File: src/rtl/audio_adc_rx_if.sv
// Stereo sample stream between the ADC receiver and its consumer.
// The receiver drives the head pair (show-ahead) and the consumer acknowledges it.
interface audio_adc_rx_if #(
  parameter int DATA_WIDTH = 16
) ();
  logic                  sample_valid;
  logic                  sample_ready;
  logic [DATA_WIDTH-1:0] sample_left;
  logic [DATA_WIDTH-1:0] sample_right;

  modport master (output sample_valid, output sample_left, output sample_right,
                  input  sample_ready);
  modport slave  (input  sample_valid, input  sample_left, input  sample_right,
                  output sample_ready);
endinterface

File: src/rtl/audio_adc_rx.sv
// WM8731 I2S ADC receiver: oversampled BCLK/ADCLRCK/ADCDAT deserializer feeding
// a stereo-pair FIFO drained over a valid/ready stream.
module audio_adc_rx #(
  parameter int DATA_WIDTH = 16,
  parameter int FIFO_DEPTH = 8
) (
  input  logic                        clk_clk,
  input  logic                        reset_reset_n,
  input  logic                        enable,
  input  logic                        audio_BCLK,
  input  logic                        audio_ADCLRCK,
  input  logic                        audio_ADCDAT,
  audio_adc_rx_if.master              sample,
  output logic [$clog2(FIFO_DEPTH):0] fifo_level,
  output logic                        overflow,
  input  logic                        clear_overflow
);

  localparam int CW = $clog2(DATA_WIDTH + 1);
  localparam int AW = $clog2(FIFO_DEPTH);
  localparam logic [CW-1:0] DW_C    = CW'(DATA_WIDTH);
  localparam logic [AW:0]   DEPTH_C = (AW + 1)'(FIFO_DEPTH);

  typedef enum logic [1:0] {S_HUNT, S_LEFT, S_RIGHT} state_t;

  typedef struct packed {
    logic [DATA_WIDTH-1:0] left;
    logic [DATA_WIDTH-1:0] right;
  } pair_t;

  logic r_bclk_s1, r_bclk_s2, r_bclk_hist;
  logic r_lr_s1, r_lr_s2, r_dat_s1, r_dat_s2;
  logic w_rise;

  // All three inputs see the same sync depth so the data bit lines up with the edge.
  // NOTE: sequential state always uses non-blocking (<=) so every flop samples pre-edge values.
  always_ff @(posedge clk_clk) begin
    if (!reset_reset_n) begin
      r_bclk_s1   <= 1'b0;
      r_bclk_s2   <= 1'b0;
      r_bclk_hist <= 1'b0;
      r_lr_s1     <= 1'b0;
      r_lr_s2     <= 1'b0;
      r_dat_s1    <= 1'b0;
      r_dat_s2    <= 1'b0;
    end else begin
      r_bclk_s1   <= audio_BCLK;
      r_bclk_s2   <= r_bclk_s1;
      r_bclk_hist <= r_bclk_s2;
      r_lr_s1     <= audio_ADCLRCK;
      r_lr_s2     <= r_lr_s1;
      r_dat_s1    <= audio_ADCDAT;
      r_dat_s2    <= r_dat_s1;
    end
  end

  assign w_rise = r_bclk_s2 & ~r_bclk_hist;

  state_t                r_state, w_state_nxt;
  logic                  r_lr_prev;
  logic [DATA_WIDTH-1:0] r_shift, r_left_hold, w_word;
  logic [CW-1:0]         r_count;
  logic                  w_shift_en, w_end_left, w_end_right;
  logic                  r_push;
  pair_t                 r_push_pair;

  // Short words end up MSB-aligned with zero padding.
  assign w_word = r_shift << (DW_C - r_count);

  // NOTE: every always_comb output gets a default first, so no path can infer a latch.
  always_comb begin
    w_state_nxt = r_state;
    w_shift_en  = 1'b0;
    w_end_left  = 1'b0;
    w_end_right = 1'b0;
    if (!enable) begin
      w_state_nxt = S_HUNT;
    end else if (w_rise) begin
      unique case (r_state)
        S_HUNT:  if (r_lr_prev && !r_lr_s2) w_state_nxt = S_LEFT;
        S_LEFT: begin
          if (r_lr_s2 == r_lr_prev) begin
            w_shift_en = 1'b1;
          end else if (r_lr_s2) begin
            w_end_left  = 1'b1;
            w_state_nxt = S_RIGHT;
          end
        end
        S_RIGHT: begin
          if (r_lr_s2 == r_lr_prev) begin
            w_shift_en = 1'b1;
          end else if (!r_lr_s2) begin
            w_end_right = 1'b1;
            w_state_nxt = S_LEFT;
          end
        end
        default: w_state_nxt = S_HUNT;
      endcase
    end
  end

  always_ff @(posedge clk_clk) begin
    if (!reset_reset_n) begin
      r_state     <= S_HUNT;
      r_lr_prev   <= 1'b1;
      r_shift     <= '0;
      r_count     <= '0;
      r_left_hold <= '0;
      r_push      <= 1'b0;
      r_push_pair <= '0;
    end else begin
      r_state <= w_state_nxt;
      r_push  <= w_end_right;
      if (w_rise) r_lr_prev <= r_lr_s2;
      if (w_end_left) r_left_hold <= w_word;
      if (w_end_right) r_push_pair <= '{left: r_left_hold, right: w_word};
      // Delay-slot bits and anything seen while hunting or disabled never reach a word.
      if (!enable || r_state == S_HUNT || w_end_left || w_end_right) begin
        r_shift <= '0;
        r_count <= '0;
      end else if (w_shift_en && r_count < DW_C) begin
        r_shift <= (r_shift << 1) | DATA_WIDTH'(r_dat_s2);
        r_count <= r_count + 1'b1;
      end
    end
  end

  pair_t       r_mem [FIFO_DEPTH];
  logic [AW:0] r_wr_ptr, r_rd_ptr, w_level;
  logic        w_full, w_valid, w_pop, w_wr_en;
  logic        r_overflow;
  pair_t       w_head;

  assign w_level = r_wr_ptr - r_rd_ptr;
  assign w_full  = (w_level == DEPTH_C);
  assign w_valid = (w_level != '0);
  assign w_pop   = w_valid & sample.sample_ready;
  // A pop in the same cycle frees the slot, so a push at full still lands.
  assign w_wr_en = r_push & enable & (~w_full | w_pop);

  // NOTE: the storage array carries no reset; outputs are gated by valid instead.
  always_ff @(posedge clk_clk) begin
    if (w_wr_en) r_mem[r_wr_ptr[AW-1:0]] <= r_push_pair;
  end

  always_ff @(posedge clk_clk) begin
    if (!reset_reset_n) begin
      r_wr_ptr   <= '0;
      r_rd_ptr   <= '0;
      r_overflow <= 1'b0;
    end else begin
      if (w_wr_en) r_wr_ptr <= r_wr_ptr + 1'b1;
      if (w_pop)   r_rd_ptr <= r_rd_ptr + 1'b1;
      if (r_push && enable && w_full && !w_pop) r_overflow <= 1'b1;
      else if (clear_overflow)                  r_overflow <= 1'b0;
    end
  end

  assign w_head              = r_mem[r_rd_ptr[AW-1:0]];
  assign sample.sample_valid = w_valid;
  assign sample.sample_left  = w_valid ? w_head.left  : '0;
  assign sample.sample_right = w_valid ? w_head.right : '0;
  assign fifo_level          = w_level;
  assign overflow            = r_overflow;

endmodule

File: src/flat_wrapper.sv
// flat-port wrapper written by rule: the top's interface ports become plain ports
module audio_adc_rx_flat 
#(
  parameter int DATA_WIDTH = 16,
  parameter int FIFO_DEPTH = 8
)
  (clk_clk, reset_reset_n, enable, audio_BCLK, audio_ADCLRCK, audio_ADCDAT, fifo_level, overflow, clear_overflow, sample_sample_valid, sample_sample_left, sample_sample_right, sample_sample_ready);
  audio_adc_rx_if #(.DATA_WIDTH(DATA_WIDTH)) sample_i ();
  input  logic clk_clk;
  input  logic reset_reset_n;
  input  logic enable;
  input  logic audio_BCLK;
  input  logic audio_ADCLRCK;
  input  logic audio_ADCDAT;
  output logic [$clog2(FIFO_DEPTH):0] fifo_level;
  output logic overflow;
  input  logic clear_overflow;
  output wire logic [$bits(sample_i.sample_valid)-1:0] sample_sample_valid;
  output wire logic [$bits(sample_i.sample_left)-1:0] sample_sample_left;
  output wire logic [$bits(sample_i.sample_right)-1:0] sample_sample_right;
  input wire logic [$bits(sample_i.sample_ready)-1:0] sample_sample_ready;
  assign sample_sample_valid = sample_i.sample_valid;
  assign sample_sample_left = sample_i.sample_left;
  assign sample_sample_right = sample_i.sample_right;
  assign sample_i.sample_ready = sample_sample_ready;
  audio_adc_rx #(.DATA_WIDTH(DATA_WIDTH), .FIFO_DEPTH(FIFO_DEPTH)) u_core (.clk_clk(clk_clk), .reset_reset_n(reset_reset_n), .enable(enable), .audio_BCLK(audio_BCLK), .audio_ADCLRCK(audio_ADCLRCK), .audio_ADCDAT(audio_ADCDAT), .sample(sample_i), .fifo_level(fifo_level), .overflow(overflow), .clear_overflow(clear_overflow));
endmodule
File: config.mk
export PLATFORM = sky130hd
export DESIGN_NAME = audio_adc_rx_flat
export DESIGN_NICKNAME = d
export VERILOG_FILES = /design/src/rtl/audio_adc_rx_if.sv /design/src/rtl/audio_adc_rx.sv /design/src/flat_wrapper.sv
export SDC_FILE = /design/constraint.sdc
export NUM_CORES = 1
export LEC_CHECK = 0
export BUFFER_PORTS_ARGS = -buffer_cell sky130_fd_sc_hd__buf_2
export CORE_MARGIN = 5
export CORE_UTILIZATION = 45
export DETAILED_ROUTE_END_ITERATION = 8
export GPL_TIMING_DRIVEN = 0
export PLACE_DENSITY = 0.63
export SYNTH_ARGS = -nofsm -noshare
export SYNTH_HDL_FRONTEND = slang
export SYNTH_SLANG_ARGS = --single-unit
File: constraint.sdc
create_clock -name clk_clk -period 6.6 [get_ports clk_clk]
set_input_delay 0.66 -clock clk_clk [delete_from_list [all_inputs] [get_ports clk_clk]]
set_output_delay 0.66 -clock clk_clk [all_outputs]
set_load 0.01 [all_outputs]
==> impl_metrics.py, run 1 <==
metrics = {
    "status": {
        "status": "finished clean",
    },
    "worst_setup_path": {
        "path_cells": "inv_1 -> ha_1 -> inv_1 -> fa_1 -> nor3_1 -> a21boi_1 -> buf_4 -> buf_2 -> nor2_1 -> buf_2",
        "cp.arrival_ns": 3.30,
        "end_kind": "output port",
        "max_stage_delay_ns": 0.52,
        "worst_setup_path_start_kind": "flop",
        "slowest_stage": "dfxtp_1",
        "critPathTopFamily": "buffers and inverters",
        "crit_fanout": 10,
        "crit_type": "reg2out",
        "path_buf_inv": 5,
        "cp_data_required_time_ns": 5.94,
    },
    "power_and_ir_drop": {
        "p_total_mw": 5.54,
        "powerDensity_nw_per_um2": 335,
        "peakVddDrop_mv": 0.160,
        "p_leak_nw": 5.70,
    },
    "die": {
        "die_h_um": 188,
        "rows": 65,
        "core-area_sq_um": 31400,
        "die_area_sq_um": 35400,
        "io_pins": 46,
        "start_util_pct": 45.4,
        "die_x_um": 188,
    },
    "yosys": {
        "ys_ff_latch": 348,
        "avgSynthCellArea_sq_um": 16.1,
        "synth_edf_count": 256,
        "yosysUniqueCellTypes": 59,
        "synthCells": 888,
        "ys_seq_area_share_pct": 66.8,
        "synthTopCellsByArea": "edfxtp_1, dfxtp_1, mux4_2",
        "async_reset_ff_share_pct": 0,
        "netlist.top_cell.by_area": "edfxtp_1",
        "yosysWarningCount": 0,
        "synth_nets": 912,
        "yosys_most_used_dff": "edfxtp_1",
        "synthesis.area_sq_um": 14300,
        "synth_top_area_share_pct": 53.9,
    },
    "sta": {
        "tightest_slew_ns": 0.990,
        "drv_slew": 0,
        "finalSetupViolCount": 0,
        "finalCriticalPeriod_ns": 3.96,
        "relSlewSlack_pct": 33.7,
        "post-route-period-util_pct": 60.0,
        "rsz0062_at_grt": "no",
        "hold_violations": 0,
        "skew_ns": 0.0141,
        "max_freq_mhz": 253,
        "setup_slack_ns": 2.64,
    },
    "drt": {
        "viasPerCell": 5.45,
        "firstDrtPassIters": 4,
        "vias": 7809,
        "routedWlPerCell_um": 20.8,
        "remaining_drc_errors": 0,
        "ant_nets": 0,
        "detail_route.iter0.violations": 477,
        "wl_mm": 29.8,
    },
    "clock_tree": {
        "clk_latency_ns": 0.51,
        "cts_buffer_depth": 3,
        "cts_tree": "built",
        "cts_setup_buffers": 0,
        "ctsHoldBuffers": 0,
        "htree_levels": 2,
        "cts.sinks": 348,
        "cts_resized": 0,
        "numCtsBuffers": 36,
        "clock-root-buffer": "clkbuf_16",
        "clk_pin_slew_ns": 0.05,
    },
    "run": {
        "drv_cap": 0,
    },
    "finish": {
        "fin_nets": 1028,
        "layout-area-overhead-vs-synth_pct": 16.0,
        "drive_gt1_share_pct": 24.0,
        "final_cell_mix": "edfxtp_1, dfxtp_1, nand2_1",
        "final.fill_count": 2635,
        "stdcell_area_sq_um": 16600,
        "antenna_cells": 0,
        "final_common_cell": "edfxtp_1",
    },
    "grt": {
        "antenna_found_initial": 0,
        "grt_pass1_vias": 8025,
        "grt_max_degree": 33,
        "track_usage_pct": 17.0,
        "grt_pass1_wl_mm": 47.2,
        "overflow": 0,
    },
    "placement": {
        "dp_hpwl_mm": 20.6,
        "port_buffers": 45,
        "gp_congestion": 0.886,
        "placed_area_sq_um": 15400,
        "pre_cts_ws_ns": 2.74,
    },
    "worst_hold_path": {
        "hp-class": "in2reg",
    },
}
-- report_power, final --
part | internal (mW) | total [mW] | switching (mW)
Combinational | 0.512 | 1.20 | 0.690
Sequential | 2.33 | 2.34 | 0.00833
Clock | 1.21 | 2.00 | 0.791
-- registers in the layout, indices dropped and copies added (netlist names), named ones only --
name / flops
u_core.r_bclk_hist: 1
u_core.r_mem: 256
u_core.r_lr_prev: 1
u_core.r_dat_s1: 1
u_core.r_push_pair: 32
u_core.r_lr_s2: 1
u_core.r_wr_ptr: 4
u_core.r_count: 5
u_core.overflow: 1
u_core.r_dat_s2: 1
u_core.r_lr_s1: 1
u_core.r_bclk_s2: 1
u_core.r_shift: 16
u_core.r_bclk_s1: 1
u_core.r_rd_ptr: 4
u_core.r_left_hold: 16
u_core.r_state: 2
u_core.r_push: 1
-- metrics by stage --
stage               hold WS (ns)  std cells  util, %  TNS (ns)
global placement           0.416       1335     47.8   -284.68
global route               0.349       1434     52.7         0
detailed placement         0.422       1368     49.0         0
finish                     0.364       1434     52.7         0
floorplan                  0.412        888        -         0
CTS                        0.341       1434     52.7         0
-- synth_stat cells (2+ instances only) --
cell and instances:
nor3b_1 3, buf_4 2, nor2b_1 5, ha_1 15, nand3_1 9, a21oi_2 2
nand4_1 6, mux2i_1 69, a31oi_1 4, nor4_1 5, a21boi_1 11, o21ai_0 14
buf_6 7, mux2_2 4, and2_1 10, mux4_2 69, mux4_1 7, a21boi_0 22
edfxtp_1 256, dfxtp_1 92, a21oi_1 12, inv_1 17, nand2b_1 8, nor2_1 58
o22ai_1 3, buf_2 16, o32ai_1 3, buf_1 7, o211ai_1 2, nor3_1 5
xnor2_1 3, or3_1 6, clkbuf_1 20, a31o_1 4, nand2_1 79, a22o_1 3
and4_1 2, and3b_1 2, and3_1 6
-- worst reg2reg max path, stage by stage (launching register included) --
cell	delay, ns
dfxtp_1	0.40
inv_1	0.20
ha_1	0.19
inv_1	0.05
fa_1	0.37
xor2_1	0.25
nor4_1	0.12
a31oi_4	0.28
nand2_1	0.17
nor3b_2	0.86
buf_6	0.27
buf_6	0.19
buf_6	0.17
-- final timing paths --
check                startpoint                 endpoint  slack (ns)  depth (start not counted)
max reg2reg  u_core.r_wr_ptr[0]       u_core.r_mem[6][5]        2.80                         12
min                audio_ADCDAT          u_core.r_dat_s1        0.36                          2
min reg2reg     u_core.r_dat_s1          u_core.r_dat_s2        0.43                          1
max          u_core.r_wr_ptr[0]  sample_sample_right[10]        2.64                         10
-- layout make-up --
cell class                 instances  area, sq um  share of cell area [%]
buffer                            52          275                    1.66
clock buffer                      52         1030                    6.24
clock inverter                    14          154                   0.929
inverter                          17         63.8                   0.385
multi-input combinational        471         4440                    26.8
sequential                       348         9530                    57.6
tap                              402          503                    3.04
timing repair buffer              78          561                    3.39
-- routing by layer --
| metal | track usage, % | part of all wire (%) |
|---|---|---|
| met1 | 23.9 | 46 |
| met5 | 0 | 0 |
| met3 | 2.51 | 3.6 |
| met2 | 28.4 | 49 |
| met4 | 3.98 | 1.7 |
-- cell families (layout without fill, tap and decap cells) --
kind of cell | Yosys count | in the layout | synth area share (%)
AOI/OAI and AO/OA | 89 | 89 | 4.42
DFF | 348 | 348 | 66.8
and+or+nand+nor | 211 | 211 | 7.15
adders and majority gates | 16 | 16 | 1.46
buffers and inverters | 69 | 213 | 2.38
xor gates and xnor gates | 6 | 6 | 0.474
muxes | 149 | 149 | 17.3
Note: power is estimated with default switching activity, not from simulation.
==> run 2, diff against run 1 <==
--- a/config.mk
+++ b/config.mk
@@ -5,12 +5,13 @@
 export SDC_FILE = /design/constraint.sdc
 export NUM_CORES = 1
 export LEC_CHECK = 0
+export ABC_AREA = 1
 export BUFFER_PORTS_ARGS = -buffer_cell sky130_fd_sc_hd__buf_2
 export CORE_MARGIN = 5
 export CORE_UTILIZATION = 45
 export DETAILED_ROUTE_END_ITERATION = 8
 export GPL_TIMING_DRIVEN = 0
-export PLACE_DENSITY = 0.63
+export PLACE_DENSITY = 0.65
 export SYNTH_ARGS = -nofsm -noshare
 export SYNTH_HDL_FRONTEND = slang
 export SYNTH_SLANG_ARGS = --single-unit
==> constraint.sdc (replaced) <==
create_clock -name clk_clk -period 3.4 [get_ports clk_clk]
set_input_delay 0.34 -clock clk_clk [delete_from_list [all_inputs] [get_ports clk_clk]]
set_output_delay 0.34 -clock clk_clk [all_outputs]
set_load 0.01 [all_outputs]
==> impl_metrics.py, run 2 <==
metrics = {
    "placement": {
        "port_buffers": 44,
        "gp_congestion": 0.858,
        "pre_cts_ws_ns": 0.0451,
        "dp_cells": 1965,
        "placed_area_sq_um": 16000,
        "dp_hpwl_mm": 23.5,
    },
    "die": {
        "io_pins": 46,
        "die_h_um": 192,
        "core-area_sq_um": 32600,
        "die_x_um": 192,
        "die_area_sq_um": 36900,
        "rows": 66,
        "start_util_pct": 45.7,
    },
    "worst_setup_path": {
        "r2r_cells": 12,
        "timing.rr.end": "u_core.r_mem[2][27]",
        "cp.arrival_ns": 2.92,
        "crit_type": "reg2out",
        "r2r_setup_slack_ns": 0.22,
        "crit_fanout": 10,
        "cp_data_required_time_ns": 3.06,
        "worst_setup_path_start_kind": "flop",
        "r2r-start": "u_core.r_wr_ptr[0]",
        "end_kind": "output port",
    },
    "clock_tree": {
        "clock-root-buffer": "clkbuf_16",
        "numCtsBuffers": 37,
        "clk_latency_ns": 0.53,
        "htree_levels": 2,
        "cts_buffer_depth": 3,
        "clk_pin_slew_ns": 0.06,
        "cts.sinks": 348,
        "cts_tree": "built",
    },
    "sta": {
        "post-route-period-util_pct": 96.0,
        "skew_ns": 0.0196,
        "setup_slack_ns": 0.136,
        "max_freq_mhz": 306,
        "finalSetupViolCount": 0,
        "relSlewSlack_pct": 44.0,
        "tightest_slew_ns": 0.840,
        "drv_slew": 0,
        "rsz0062_at_grt": "yes",
        "holdWs_ns": 0.0191,
        "finalCriticalPeriod_ns": 3.26,
        "hold_violations": 0,
        "setup_tns_ns": 0,
    },
    "finish": {
        "final_common_cell": "nand2_1",
        "layout-area-overhead-vs-synth_pct": 14.9,
        "antenna_cells": 0,
        "fin_nets": 1588,
        "final_cells": 2035,
        "drive_gt1_share_pct": 11.6,
        "final_util_pct": 52.5,
        "largest_register_ffs": 256,
        "stdcell_area_sq_um": 17100,
        "final_cell_mix": "nand2_1, edfxtp_1, nor2_1",
    },
    "yosys": {
        "synth_top_area_share_pct": 51.5,
        "synth_edf_count": 256,
        "synthesis.area_sq_um": 14900,
        "async_reset_ff_share_pct": 0,
        "synth_common_cells": "nand2_1, edfxtp_1, nor2_1",
        "yosys_most_used_dff": "edfxtp_1",
        "yosysWarningCount": 0,
        "ys_seq_area_share_pct": 63.9,
        "synthTopCellsByArea": "edfxtp_1, dfxtp_1, nand2_1",
        "synthCells": 1465,
        "ys_ff_latch": 348,
        "synth_nets": 1489,
        "yosysUniqueCellTypes": 33,
        "post-synth-top-count-cell": "nand2_1",
        "netlist.top_cell.by_area": "edfxtp_1",
        "avgSynthCellArea_sq_um": 10.2,
    },
    "worst_hold_path": {
        "hp-start": "audio_BCLK",
        "holdPathStages": 3,
        "hp-class": "in2reg",
        "holdPathEnd": "u_core.r_bclk_s1",
    },
    "power_and_ir_drop": {
        "p_total_mw": 9.73,
        "p_leak_nw": 6.62,
        "powerDensity_nw_per_um2": 568,
        "peakVddDrop_mv": 0.347,
    },
    "grt": {
        "antenna_found_initial": 1,
        "grt_max_degree": 28,
        "grt_pass1_wl_mm": 53.5,
        "track_usage_pct": 18.4,
        "overflow": 0,
        "grt_pass1_vias": 9792,
    },
    "drt": {
        "firstDrtPassIters": 5,
        "routedWlPerCell_um": 16.8,
        "detail_route.iter0.violations": 848,
        "vias": 10400,
        "viasPerCell": 5.09,
        "wl_mm": 34.2,
        "ant_nets": 0,
        "remaining_drc_errors": 0,
    },
    "status": {
        "status": "finished clean",
    },
    "run": {
        "drv_cap": 0,
    },
}
-- run 2: cell types whose count changed after synthesis, moves of 16 or more --
cell / change
inv_1: +113
o21ai_0: +87
nor2_1: +91
a21boi_0: -22
nand3_1: +67
a21oi_1: +115
buf_2: +16
mux4_2: -69
nand2_1: +267
-- run 2: area by class of cell --
class / instances / area (sq um)
buffer: 76 / 415
clock buffer: 53 / 1040
clock inverter: 15 / 101
fill: 2875 / 15500
inverter: 134 / 509
multi-input combinational: 907 / 4540
sequential: 348 / 9530
tap: 442 / 553
timing repair buffer: 60 / 453
-- run 2: timing repair --
action / 4_1_cts / 5_1_grt
setup endpoints to repair: 32 / 55
gates resized for setup: 2 / 9
hold buffers: 2 / 0
buffers inserted: 0 / 0
endpoints found under the hold margin: 2 / 0
-- run 2: worst max path at each step --
stage | start | end
after global routing | u_core.r_wr_ptr[0] | sample_sample_left[10]
after floorplan | u_core.r_wr_ptr[0] | u_core.r_mem[4][0]
final | u_core.r_wr_ptr[0] | sample_sample_left[1]
after CTS | u_core.r_wr_ptr[0] | sample_sample_right[9]
after detailed placement | u_core.r_wr_ptr[0] | u_core.r_mem[4][20]
after global placement | u_core.r_wr_ptr[0] | u_core.r_mem[4][30]
-- run 2: cell families after synthesis --
kind of cell | Yosys count | share of synthesized area [%]
buffers and inverters | 210 | 6.10
AND/OR/NAND/NOR | 589 | 16.0
XOR/XNOR | 7 | 0.512
AO/OA/AOI/OAI | 231 | 7.84
multiplexers | 64 | 4.29
flip-flops | 348 | 63.9
adder cells (fa/ha/maj) | 16 | 1.39
-- run 2: worst max-delay path, cell delays in order (launching register included) --
cell and delay, ns:
dfxtp_4 0.38, inv_1 0.09, ha_1 0.14, inv_1 0.06, fa_1 0.49, nor2_1 0.05, nand3_1 0.09, inv_1 0.06
nand3_2 0.15, clkinvlp_4 0.32, buf_4 0.29, nor2_1 0.12, buf_2 0.14
-- run 2: routing by layer --
metal | share of wire [%] | wire length (um) | vias to the layer above | track usage [%]
met5 | 0 | 0 | - | 0
met4 | 1.6 | 563 | 0 | 4.25
met3 | 5.2 | 1790 | 38 | 2.65
met2 | 49 | 16700 | 269 | 31.6
met1 | 44 | 15200 | 4941 | 25.1
li1 | - | - | 5118 | -
-- run 2: where the power goes --
group | switching, mW | internal, mW
combinational | 0.942 | 0.496
clock | 1.61 | 2.15
sequential | 0.0164 | 4.51
==> run 3, diff against run 2 <==
--- a/config.mk
+++ b/config.mk
@@ -8,10 +8,10 @@
 export ABC_AREA = 1
 export BUFFER_PORTS_ARGS = -buffer_cell sky130_fd_sc_hd__buf_2
 export CORE_MARGIN = 5
-export CORE_UTILIZATION = 45
+export CORE_UTILIZATION = 44
 export DETAILED_ROUTE_END_ITERATION = 8
 export GPL_TIMING_DRIVEN = 0
-export PLACE_DENSITY = 0.65
+export PLACE_DENSITY = 0.62
 export SYNTH_ARGS = -nofsm -noshare
 export SYNTH_HDL_FRONTEND = slang
 export SYNTH_SLANG_ARGS = --single-unit
==> constraint.sdc (replaced) <==
create_clock -name clk_clk -period 3.35 [get_ports clk_clk]
set_input_delay 0.335 -clock clk_clk [delete_from_list [all_inputs] [get_ports clk_clk]]
set_output_delay 0.335 -clock clk_clk [all_outputs]
set_load 0.01 [all_outputs]
==> impl_metrics.py, run 3 (same netlist as run 2, synthesis figures left out) <==
metrics = {
    "placement": {
        "dp_cells": 1971,
        "placed_area_sq_um": 16000,
        "gp_congestion": 0.891,
        "dp_hpwl_mm": 23.7,
        "port_buffers": 44,
    },
    "worst_hold_path": {
        "hp-class": "in2reg",
    },
    "power_and_ir_drop": {
        "p_seq_share_pct": 45.2,
        "p_total_mw": 10.2,
        "p_leak_nw": 6.67,
        "p_sw_mw": 2.64,
        "combPwrFrac_pct": 14.6,
        "netSwitchingFraction_pct": 26.0,
        "peakVddDrop_mv": 0.431,
        "p_int_mw": 7.54,
        "pwr-share-clk_pct": 40.2,
        "powerDensity_nw_per_um2": 589,
    },
    "finish": {
        "final_util_pct": 51.6,
        "multi_input_area_sq_um": 4560,
        "stdcell_area_sq_um": 17300,
        "layout-area-overhead-vs-synth_pct": 16.0,
        "drive_gt1_share_pct": 12.0,
        "final_common_cell": "nand2_1",
        "ff_latch_area_sq_um": 9530,
        "final_cell_mix": "nand2_1, edfxtp_1, nor2_1",
        "largest_register_ffs": 256,
        "fin_nets": 1591,
        "antenna_cells": 0,
        "final.fill_count": 2975,
        "final_cells": 2045,
    },
    "worst_setup_path": {
        "worst_setup_path_start_kind": "flop",
        "slowest_stage": "dfxtp_4",
        "r2r_cells": 12,
        "path_cells": "inv_1 -> ha_1 -> inv_1 -> fa_1 -> nor2_1 -> nand3_1 -> inv_1 -> nand3_4 -> clkinvlp_4 -> buf_12 -> buf_4 -> nor2_1 -> buf_2",
        "crit_fanout": 10,
        "cp_data_required_time_ns": 3.01,
        "crit_cells": 13,
        "cp.arrival_ns": 2.80,
        "r2r_setup_slack_ns": 0.27,
        "path_buf_inv": 7,
        "crit_type": "reg2out",
        "max_stage_delay_ns": 0.43,
        "r2r-start": "u_core.r_wr_ptr[0]",
        "end_kind": "output port",
        "timing.rr.end": "u_core.r_mem[2][27]",
        "cp-endpoint": "sample_sample_left[6]",
        "cp_common_cell": "inv_1",
        "critPathTopFamily": "buffers and inverters",
        "crit_path_start": "u_core.r_wr_ptr[0]",
    },
    "clock_tree": {
        "clk_pin_slew_ns": 0.06,
        "clk_latency_ns": 0.53,
        "cts_buffer_depth": 3,
        "clock-root-buffer": "clkbuf_16",
        "cts_tree": "built",
        "htree_levels": 2,
        "numCtsBuffers": 38,
        "cts.sinks": 348,
    },
    "sta": {
        "skew_ns": 0.0260,
        "finalCriticalPeriod_ns": 3.14,
        "max_freq_mhz": 319,
        "hold_violations": 0,
        "tightest_slew_ns": 0.835,
        "post-route-period-util_pct": 93.6,
        "rsz0062_at_grt": "yes",
        "relSlewSlack_pct": 44.3,
        "finalSetupViolCount": 0,
        "drv_slew": 0,
        "holdWs_ns": 0.0924,
    },
    "grt": {
        "track_usage_pct": 18.1,
        "grt_max_degree": 26,
        "grt_pass1_wl_mm": 55.0,
        "antenna_found_initial": 0,
        "grt_pass1_vias": 9823,
        "overflow": 0,
    },
    "drt": {
        "remaining_drc_errors": 0,
        "wl_mm": 34.4,
        "viasPerCell": 5.03,
        "firstDrtPassIters": 5,
        "routedWlPerCell_um": 16.8,
        "detail_route.iter0.violations": 856,
        "ant_nets": 0,
        "vias": 10300,
    },
    "die": {
        "io_pins": 46,
        "core-area_sq_um": 33500,
        "die_area_sq_um": 37700,
        "start_util_pct": 44.5,
        "rows": 67,
        "die_x_um": 194,
        "die_h_um": 194,
    },
    "status": {
        "status": "finished clean",
    },
    "run": {
        "drv_cap": 0,
    },
}
==> run 3: changes by cell type in the layout (fill, tap and decap cells not counted), sizes merged <==
cell         before  now
bufinv            0    3
clkbuf           69   66
clkinv           12   15
inv             136  134
buf             118  119
clkinvlp          1    2
dlygate4sd3       2    3
==> run 3: what timing repair did <==
item | 4_1_cts | 5_1_grt
hold buffers | 3 | 0
endpoints found under the setup margin | 42 | 68
hold endpoints to repair | 3 | 0
buffers inserted | 1 | 0
gates resized for setup | 2 | 12
==> run 3: area by class of cell <==
cell class | instances | area share [%]
clock inverter | 20 | 1.17
buffer | 76 | 2.40
tap | 448 | 3.24
inverter | 134 | 2.94
timing repair buffer | 62 | 2.79
multi-input combinational | 907 | 26.3
sequential | 348 | 55.1
clock buffer | 50 | 6.00
==> run 3: how the worst min path moves through the flow <==
| stage | from | to | slack (ns) | cells after the start |
|---|---|---|---|---|
| finish | clear_overflow | u_core.overflow | 0.09 | 4 |
| floorplan | u_core.r_bclk_s1 | u_core.r_bclk_s2 | 0.39 | 2 |
| CTS | clear_overflow | u_core.overflow | 0.07 | 4 |
| global route | clear_overflow | u_core.overflow | 0.11 | 4 |
| global placement | u_core.r_bclk_s1 | u_core.r_bclk_s2 | 0.40 | 2 |
| detailed placement | u_core.r_lr_s1 | u_core.r_lr_s2 | 0.39 | 2 |
==> run 3: metal layers <==
metal	part of all wire, %	global-route usage (%)
met3	5.5	2.54
met2	47	30.3
met1	45	25.2
met5	0	0
met4	2.0	4.69
==> run 3: per-stage QoR <==
| step | worst slack [ns] | setup TNS, ns |
|---|---|---|
| 6_report | 0.213 | 0 |
| 5_1_grt | -0.0118 | -0.106 |
| 4_1_cts | 0.0274 | 0 |
| 3_5_place_dp | 0.0112 | 0 |
| 3_3_place_gp | -3.17 | -459.32 |
| 2_1_floorplan | -0.946 | -99.03 |
==> run 3: power by group through the flow <==
stage / clock network (mW) / registers (mW) / logic, mW
2_1_floorplan: 0 / 4.68 / 0.924
3_3_place_gp: 0 / 4.69 / 1.46
3_5_place_dp: 0 / 4.69 / 1.47
4_1_cts: 4.18 / 4.60 / 1.50
5_1_grt: 4.37 / 4.60 / 1.67
6_report: 4.09 / 4.60 / 1.49
==> run 3: worst reg2reg max path, cell delays in order, from the launching register on <==
cell	delay, ns
dfxtp_4	0.39
inv_1	0.10
ha_1	0.14
inv_1	0.05
fa_1	0.49
nor2_1	0.05
nand3_1	0.08
nor2_1	0.07
nand3_1	0.20
nand2_2	0.26
nor3_4	0.49
buf_6	0.24
buf_6	0.19
